### config.mk
export PLATFORM = sky130hd
export DESIGN_NAME = sound_request_scheduler
export DESIGN_NICKNAME = d
export VERILOG_FILES = /design/src/rtl/sound_request_scheduler.sv
export SDC_FILE = /design/constraint.sdc
export NUM_CORES = 1
export LEC_CHECK = 0
export CELL_PAD_IN_SITES_DETAIL_PLACEMENT = 0
export CELL_PAD_IN_SITES_GLOBAL_PLACEMENT = 2
export CORE_ASPECT_RATIO = 1.1
export CORE_UTILIZATION = 30
export CTS_CLUSTER_SIZE = 28
export DETAILED_ROUTE_END_ITERATION = 16
export GPL_TIMING_DRIVEN = 0
export PLACE_DENSITY_LB_ADDON = 0.12
export SLEW_MARGIN = 40
export SYNTH_ARGS = -nofsm -noshare
export SYNTH_HDL_FRONTEND = slang
export SYNTH_SLANG_ARGS = --single-unit
### constraint.sdc
create_clock -name clk -period 2.4 [get_ports clk]
set_clock_uncertainty 0.15 [all_clocks]
set_input_delay 0.6 -clock clk [delete_from_list [all_inputs] [get_ports clk]]
set_output_delay 0.6 -clock clk [all_outputs]
set_load 0.02 [all_outputs]
### src/rtl/sound_request_scheduler.sv
// -----------------------------------------------------------------------------
// sound_request_scheduler
//   Arbitrates one-cycle sound-effect request pulses from NUM_REQ game-logic
//   sources onto the single codec playback path. Requests are latched into a
//   pending vector and granted by fixed priority (index 0 highest). Every
//   playback is sequenced as PLAY (sound_input high) followed by GAP
//   (sound_input low), so the codec side always sees a clean rising/falling pair.
//
//   Optional feature macro: SOUND_SCHED_PREEMPT_EN
//     defined   - a pending request with a lower index than the one playing
//                 ends PLAY early (enters GAP, no done, pending bits kept)
//     undefined - PLAY always runs to completion
//
// Ports
//   clk                  in   system clock
//   rst_n                in   asynchronous active-low reset
//   req[NUM_REQ]         in   one-cycle request pulses, bit i = requester i
//   stop                 in   abort playback and clear all pending requests
//   mute                 in   level; silences output without affecting sequencing
//   sound_input          out  high while a sample plays
//   sound_sample_select  out  sample ROM select of the granted requester
//   sound_enable         out  registered ~mute
//   grant[NUM_REQ]       out  one-hot requester currently playing, 0 when none
//   busy                 out  1 in PLAY or GAP
//   done                 out  one-cycle pulse when PLAY ends normally
// -----------------------------------------------------------------------------
module sound_request_scheduler #(
  parameter int unsigned        NUM_REQ     = 4,
  parameter logic [NUM_REQ-1:0] SAMPLE_MAP  = 4'b1010,
  parameter int unsigned        PLAY_CYCLES = 25_000_000,
  parameter int unsigned        GAP_CYCLES  = 64
) (
  input  logic               clk,
  input  logic               rst_n,
  input  logic [NUM_REQ-1:0] req,
  input  logic               stop,
  input  logic               mute,
  output logic               sound_input,
  output logic               sound_sample_select,
  output logic               sound_enable,
  output logic [NUM_REQ-1:0] grant,
  output logic               busy,
  output logic               done
);

  localparam int unsigned CNT_W = 32;
  localparam logic [CNT_W-1:0] PLAY_LAST = CNT_W'(PLAY_CYCLES - 1);
  localparam logic [CNT_W-1:0] GAP_LAST  = CNT_W'(GAP_CYCLES - 1);

  typedef enum logic [1:0] {
    ST_IDLE = 2'd0,
    ST_PLAY = 2'd1,
    ST_GAP  = 2'd2
  } state_e;

  state_e             state_q, state_d;
  logic [CNT_W-1:0]   counter_q, counter_d;
  logic [NUM_REQ-1:0] pending_q, pending_d;
  logic [NUM_REQ-1:0] grant_q, grant_d;
  logic               sound_input_q, sound_input_d;
  logic               sample_sel_q, sample_sel_d;
  logic               enable_q, enable_d;
  logic               busy_q, busy_d;
  logic               done_q, done_d;

  logic [NUM_REQ-1:0] pick_c;
  logic [NUM_REQ-1:0] pending_clr_c;
  logic               preempt_c;

  // Isolate the lowest set pending bit (highest priority requester).
  assign pick_c = pending_q & NUM_REQ'(~pending_q + NUM_REQ'(1));

`ifdef SOUND_SCHED_PREEMPT_EN
  // grant_q - 1 masks every index below the one playing; same-cycle req counts.
  assign preempt_c = |((pending_q | req) & NUM_REQ'(grant_q - NUM_REQ'(1)));
`else
  assign preempt_c = 1'b0;
`endif

  // Next-state, counter, pending and output computation.
  always_comb begin
    state_d       = state_q;
    counter_d     = counter_q;
    grant_d       = grant_q;
    sound_input_d = sound_input_q;
    sample_sel_d  = sample_sel_q;
    enable_d      = ~mute;
    done_d        = 1'b0;
    pending_clr_c = '0;

    unique case (state_q)
      ST_IDLE: begin
        if (!stop && (|pending_q)) begin
          state_d       = ST_PLAY;
          grant_d       = pick_c;
          pending_clr_c = pick_c;
          sound_input_d = 1'b1;
          sample_sel_d  = |(pick_c & SAMPLE_MAP);
          counter_d     = '0;
        end
      end

      ST_PLAY: begin
        if (stop || (counter_q == PLAY_LAST) || preempt_c) begin
          state_d       = ST_GAP;
          grant_d       = '0;
          sound_input_d = 1'b0;
          counter_d     = '0;
          // Only a normal completion reports done; abort and preempt stay silent.
          done_d        = !stop && (counter_q == PLAY_LAST);
        end else begin
          counter_d = counter_q + CNT_W'(1);
        end
      end

      ST_GAP: begin
        if (counter_q == GAP_LAST) begin
          state_d   = ST_IDLE;
          counter_d = '0;
        end else begin
          counter_d = counter_q + CNT_W'(1);
        end
      end

      default: begin
        state_d       = ST_IDLE;
        counter_d     = '0;
        grant_d       = '0;
        sound_input_d = 1'b0;
      end
    endcase

    // A new request beats the grant clear; stop beats everything.
    pending_d = stop ? '0 : ((pending_q & ~pending_clr_c) | req);
    busy_d    = (state_d != ST_IDLE);
  end

  always_ff @(posedge clk or negedge rst_n) begin
    if (!rst_n) begin
      state_q       <= ST_IDLE;
      counter_q     <= '0;
      pending_q     <= '0;
      grant_q       <= '0;
      sound_input_q <= 1'b0;
      sample_sel_q  <= 1'b0;
      enable_q      <= 1'b1;
      busy_q        <= 1'b0;
      done_q        <= 1'b0;
    end else begin
      state_q       <= state_d;
      counter_q     <= counter_d;
      pending_q     <= pending_d;
      grant_q       <= grant_d;
      sound_input_q <= sound_input_d;
      sample_sel_q  <= sample_sel_d;
      enable_q      <= enable_d;
      busy_q        <= busy_d;
      done_q        <= done_d;
    end
  end

  assign sound_input         = sound_input_q;
  assign sound_sample_select = sample_sel_q;
  assign sound_enable        = enable_q;
  assign grant               = grant_q;
  assign busy                = busy_q;
  assign done                = done_q;

endmodule
* After elaboration in Yosys (flattened, before gate mapping)
Cells that the tools add are included. W data, S select, Z words.
Storage, ports and cells: register bits after elaboration 47, output and inout port bits 9
Cells by class: add/subtract/negate cells 2, equality and inequality tests 6, mux-type cells 19, bitwise operators 7, reductions and logical operators 10
Operators by type and width (count):
- $mux W32 | 3
- $pmux W32 S3 | 1
- $add A32 B1 Y32 const B | 1
- $eq A32 B25 Y1 const B | 1
- $eq A32 B6 Y1 const B | 1
- $mux W4 | 5
- $pmux W4 S3 | 1
- $and A4 B4 Y4 | 2
- $not A4 Y4 | 2
- $mux W2 | 3
- $pmux W2 S3 | 1
- $add A4 B1 Y4 const B | 1
- $mux W1 | 4
- $ne A2 B2 Y1 const B | 2
- $or A4 B4 Y4 | 1
- $reduce_or A4 Y1 | 1
- $pmux W1 S3 | 1
- $reduce_and A3 Y1 | 1
- $eq A2 B1 Y1 const B | 1
- $eq A2 B2 Y1 const B | 1
- $logic_and A1 B1 Y1 | 2
- $logic_not A2 Y1 | 1
- $not A1 Y1 | 2
- $reduce_and A2 Y1 | 1
- 4 further kinds | 4

* Depth between registers and ports, before layout
depth in word-level cells 9, mapped depth 8, gate-level depth less buffers 7

* Least setup slack after synthesis
No wires, ideal clock.
path type reg2reg, start point reg counter_q[28], end point reg grant_q[1] (netlist: grant[1]), data arrival time 2065 ps, slack 60 ps, stages on the path, launching flop included 6, clock period less this slack 2340 ps, cell sequence dfrtp_1 nor4_4 nand3_1 or4_4 a211oi_4 mux2_4
Between the ends: word-level cells in the longest chain between the ends 4
Ends and longest elaborated chain:
- start: declaration | RTL line 57 | logic [CNT_W-1:0] counter_q, counter_d;
- start signal: assignment | RTL line 151 | counter_q <= counter_d;
- $eq A32 B25 Y1 | RTL line 104 | if (stop || (counter_q == PLAY_LAST) || preempt_c) begin
- $logic_or A1 B1 Y1 | RTL line 104
- $ne A2 B2 Y1 (no line)
- $reduce_and A3 Y1 (no line)
- end signal: assignment | RTL line 153 | grant_q <= grant_d;
- end: declaration | RTL line 59 | logic [NUM_REQ-1:0] grant_q, grant_d;
Every way passes these cells. A chain may end at the register's enable or synchronous reset.

* Worst setup path after layout
start point reg counter_q[1], end point reg counter_q[31]
Between the ends: word-level cells in the longest chain between the ends 4, elaborated cells on any way between the ends 7
Ends and longest elaborated chain:
- parallel branches: the longest is 3 deep, another holds $add A32 B1 Y32
- $pmux W32 S3 * | RTL line 91 | unique case (state_q)
Every way passes the cells marked *.

==> run metrics <==
status finished, violations left; failing checks negative setup slack; termination of the worst setup path counter_q[31]$_DFFE_PN0P_; setup-violating endpoint count in the final report 2; top-level port count 17; initial core utilization 0.3128; Worst Setup Slack post-DPL -0.6885 ns; TritonCTS clock tree built; time the final worst path needs with I/O delays and setup around 2.4 ns; most repeated cell in the gate-level netlist after synthesis sky130_fd_sc_hd__dfrtp_1; via count of the first global-routing pass 2251; post-CTS clock slew at the launch and capture registers of the worst setup and hold paths about 0.090 ns; kind of cell with the highest combined delay on the critical path simple AND/OR/NAND/NOR gates; area of the die roughly 9200 µm²; share of the core filled with cells 0.4076; met3 usage in global routing 0.03092; Filler Cell Count 864; overall via count from detail_route 2350; area of the core 8452 µm²; DRC 0; required time of the worst setup path 2.44 ns; Synth warnings 0; Final Hold Fails 0; share of cells above drive strength 1 0.2477; met1 track demand over resource 0.2156; total nets after synthesis 297; clk root buf sky130_fd_sc_hd__clkbuf_8; quantity of hold-fixing buffers added after cts 0; antenna diode count 0; global-route congestion overflow total 0; flop and latch count out of synthesis 47; Final Non-Filler Cells between 400 and 500; critical path peak fanout 8; worst-case reg-to-reg path depth 7; WL final approximately 7000 µm; transition time of the tightest slew-check pin 0.5260 ns; launching element of the worst setup path counter_q[1]$_DFFE_PN0P_; number of core rows 35; startpoint type of the worst setup path register; slack of the worst reg-to-reg path -0.008 ns; power per unit of standard cell area 784.9 nW/µm²; smallest setup slack after layout -0.008478 ns; setup repair after global routing missed its margin true; cell accounting for the most synthesized area sky130_fd_sc_hd__dfrtp_1; delay of the slowest critical-path stage 0.45 ns; global-route wire length before repair approximately 12000 µm; worst hold margin between 0.04 and 0.05 ns; DP Cell Count just over 400; share of synthesized area occupied by flip-flops and latches 0.4453; clock insertion delay at the later pin of the skew report roughly 0.3 ns; share of the clock period used by the worst path after layout 1.004; ranking of synthesized cells by area sky130_fd_sc_hd__dfrtp_1 44%, sky130_fd_sc_hd__nand2_1 4.3%, sky130_fd_sc_hd__o21ai_0 3.8%; highest clock rate 0.4152 GHz; count of port buffers added during placement 16; sort of element at the end of the critical path register; number of flops mapped to enable cells by yosys 0; length of the first detailed-routing pass in iterations 4; cell area after technology mapping roughly 2600 µm²; main flop type after synthesis sky130_fd_sc_hd__dfrtp_1; logic depth of the worst setup path including buffers 7; cts bufs inserted 5; H-tree depth reported by CTS 2; Critical path buffers and inverters 1; post-detailed-route wirelength per cell 15.77 µm; global routing usage on met2 0.2666; VDD IR max 0.2524 mV; Area Overhead vs Synth 30.29%; leading post-synthesis cells by instance count 46 x sky130_fd_sc_hd__dfrtp_1, 30 x sky130_fd_sc_hd__nand2_1, 24 x sky130_fd_sc_hd__nor2_1; maximum count of clock buffers along a single path 2; largest net degree at the start of global routing 26; class of the most critical hold timing path in2async; synth unique cells 55; Worst slew margin 0.6464; series of cell instances along the critical path ha_4, nand4_4, or3_4, o311a_4, nor3_4, buf_6, a21oi_1; overall routing resource usage 0.1616; layer carrying the most global-route usage met2; Crit path arrival time 2.44 ns; gate count after technology mapping 284; vertical extent of the die 100.5 µm; Synth Area per Inst ~9.3 µm²; startpoint-to-endpoint class of the critical path reg2reg; Initial DRC Count 47; Multi-input gate area around 1600 µm²; final net count 343; Slowest-stage cell, CP sky130_fd_sc_hd__or3_4; reg2reg start counter_q[1]$_DFFE_PN0P_; FFs w/ async S/R, synth 1.000; area fraction of the dominant cell type after synthesis 0.4354; CTS Sinks 47; antenna violations before repair 0; count of max-cap constraint violations 0; average via count per standard cell 5.317; final weighted congestion of routability-driven global placement 0.7046; detailed placement HPWL 4722 µm; width of the die approximately 90 µm; Routed Antenna Nets 0; destination of the worst register-to-register timing path counter_q[31]$_DFFE_PN0P_; P_leak 0.001399 µW; total area of sequential cells 1185 µm²; final count of pins violating max slew 0
sequential cells by signal (all words and copies together), names as in the netlist:
register             count
sound_enable             1
done                     1
grant                    4
sound_sample_select      1
busy                     1
state_q                  2
sound_input              1
counter_q               32
pending_q                4
power by group:
group	switching (µW)	total, µW	internal (µW)
registers	64.1	938	874
logic	745	1280	539
clock network	275	481	205
per-stage QoR:
stage	instance area, µm²	total power [µW]	setup TNS [ns]
floorplan	2644	1561	0
global placement	2943	1915	-64.58
detailed placement	2960	1903	-18.42
CTS	3217	2524	0
global route	3445	2890	-1.780
finish	3445	2704	-0.01022
what timing repair did:
item | CTS | global route
setup buffers | 9 | 12
resized for setup | 22 | 51
gates cloned | 0 | 1
pin swaps | 6 | 19
setup endpoints to repair | 36 | 31
cell families (layout without fill, tap and decap cells):
| group | after synthesis | after routing | synth area share |
|---|---|---|---|
| flip-flops | 47 | 47 | 0.4453 |
| multiplexers | 3 | 3 | 0.01325 |
| XOR/XNOR | 10 | 10 | 0.03313 |
| adder cells (fa/ha/maj) | 5 | 5 | 0.02366 |
| buffers and inverters | 24 | 71 | 0.03644 |
| AO/OA/AOI/OAI | 69 | 69 | 0.1742 |
| AND/OR/NAND/NOR | 126 | 126 | 0.2740 |
cell type report:
class	instances	area share
timing repair buffer	39	0.1028
clock buffer	7	0.02216
tap	111	0.04032
clock inverter	1	0.001453
multi-input combinational	213	0.4533
sequential	47	0.3440
inverter	16	0.01744
buffer	8	0.01853
placed cells by master, fill, tap and decap left out, types with 4 or more instances in the layout:
master / netlist / routed
sky130_fd_sc_hd__nor4_1: 5 / 4
sky130_fd_sc_hd__or3_1: 10 / 9
sky130_fd_sc_hd__nor2_4: 0 / 4
sky130_fd_sc_hd__nor2_2: 0 / 5
sky130_fd_sc_hd__o311ai_1: 0 / 4
sky130_fd_sc_hd__inv_1: 16 / 16
sky130_fd_sc_hd__xor2_1: 9 / 9
sky130_fd_sc_hd__nand3_1: 12 / 11
sky130_fd_sc_hd__o21ai_1: 2 / 4
sky130_fd_sc_hd__clkbuf_8: 0 / 5
sky130_fd_sc_hd__dfrtp_1: 46 / 40
sky130_fd_sc_hd__nor3_1: 8 / 8
sky130_fd_sc_hd__a21oi_1: 14 / 7
sky130_fd_sc_hd__nand4_1: 11 / 11
sky130_fd_sc_hd__nor2_1: 24 / 15
sky130_fd_sc_hd__o21ai_0: 20 / 16
sky130_fd_sc_hd__a21oi_2: 0 / 7
sky130_fd_sc_hd__and4_1: 4 / 4
sky130_fd_sc_hd__clkdlybuf4s50_1: 0 / 15
sky130_fd_sc_hd__and3_1: 4 / 4
sky130_fd_sc_hd__buf_4: 1 / 20
sky130_fd_sc_hd__o211ai_1: 8 / 8
sky130_fd_sc_hd__ha_1: 5 / 4
sky130_fd_sc_hd__buf_6: 0 / 6
sky130_fd_sc_hd__nand2_1: 30 / 30
sky130_fd_sc_hd__dfrtp_2: 0 / 6
worst min-delay path by stage:
stage | from | to | slack (ns) | cells after the start
2_1_floorplan | rst_n | busy$_DFF_PN0_ | 0.15 | 0
3_3_place_gp | counter_q[1]$_DFFE_PN0P_ | counter_q[1]$_DFFE_PN0P_ | 0.34 | 2
3_5_place_dp | grant[1]$_DFFE_PN0P_ | grant[1]$_DFFE_PN0P_ | 0.35 | 1
4_1_cts | rst_n | sound_sample_select$_DFFE_PN0P_ | 0.06 | 1
5_1_grt | rst_n | grant[3]$_DFFE_PN0P_ | 0.06 | 1
6_report | rst_n | grant[3]$_DFFE_PN0P_ | 0.05 | 1
layer usage:
layer | share of wire | vias to the layer above
met1 | 0.48 | 1168
met3 | 0.027 | 8
met5 | 0 | -
met2 | 0.48 | 25
met4 | 0.015 | 0
li1 | - | 1149
(Power assumes the default switching activity.)
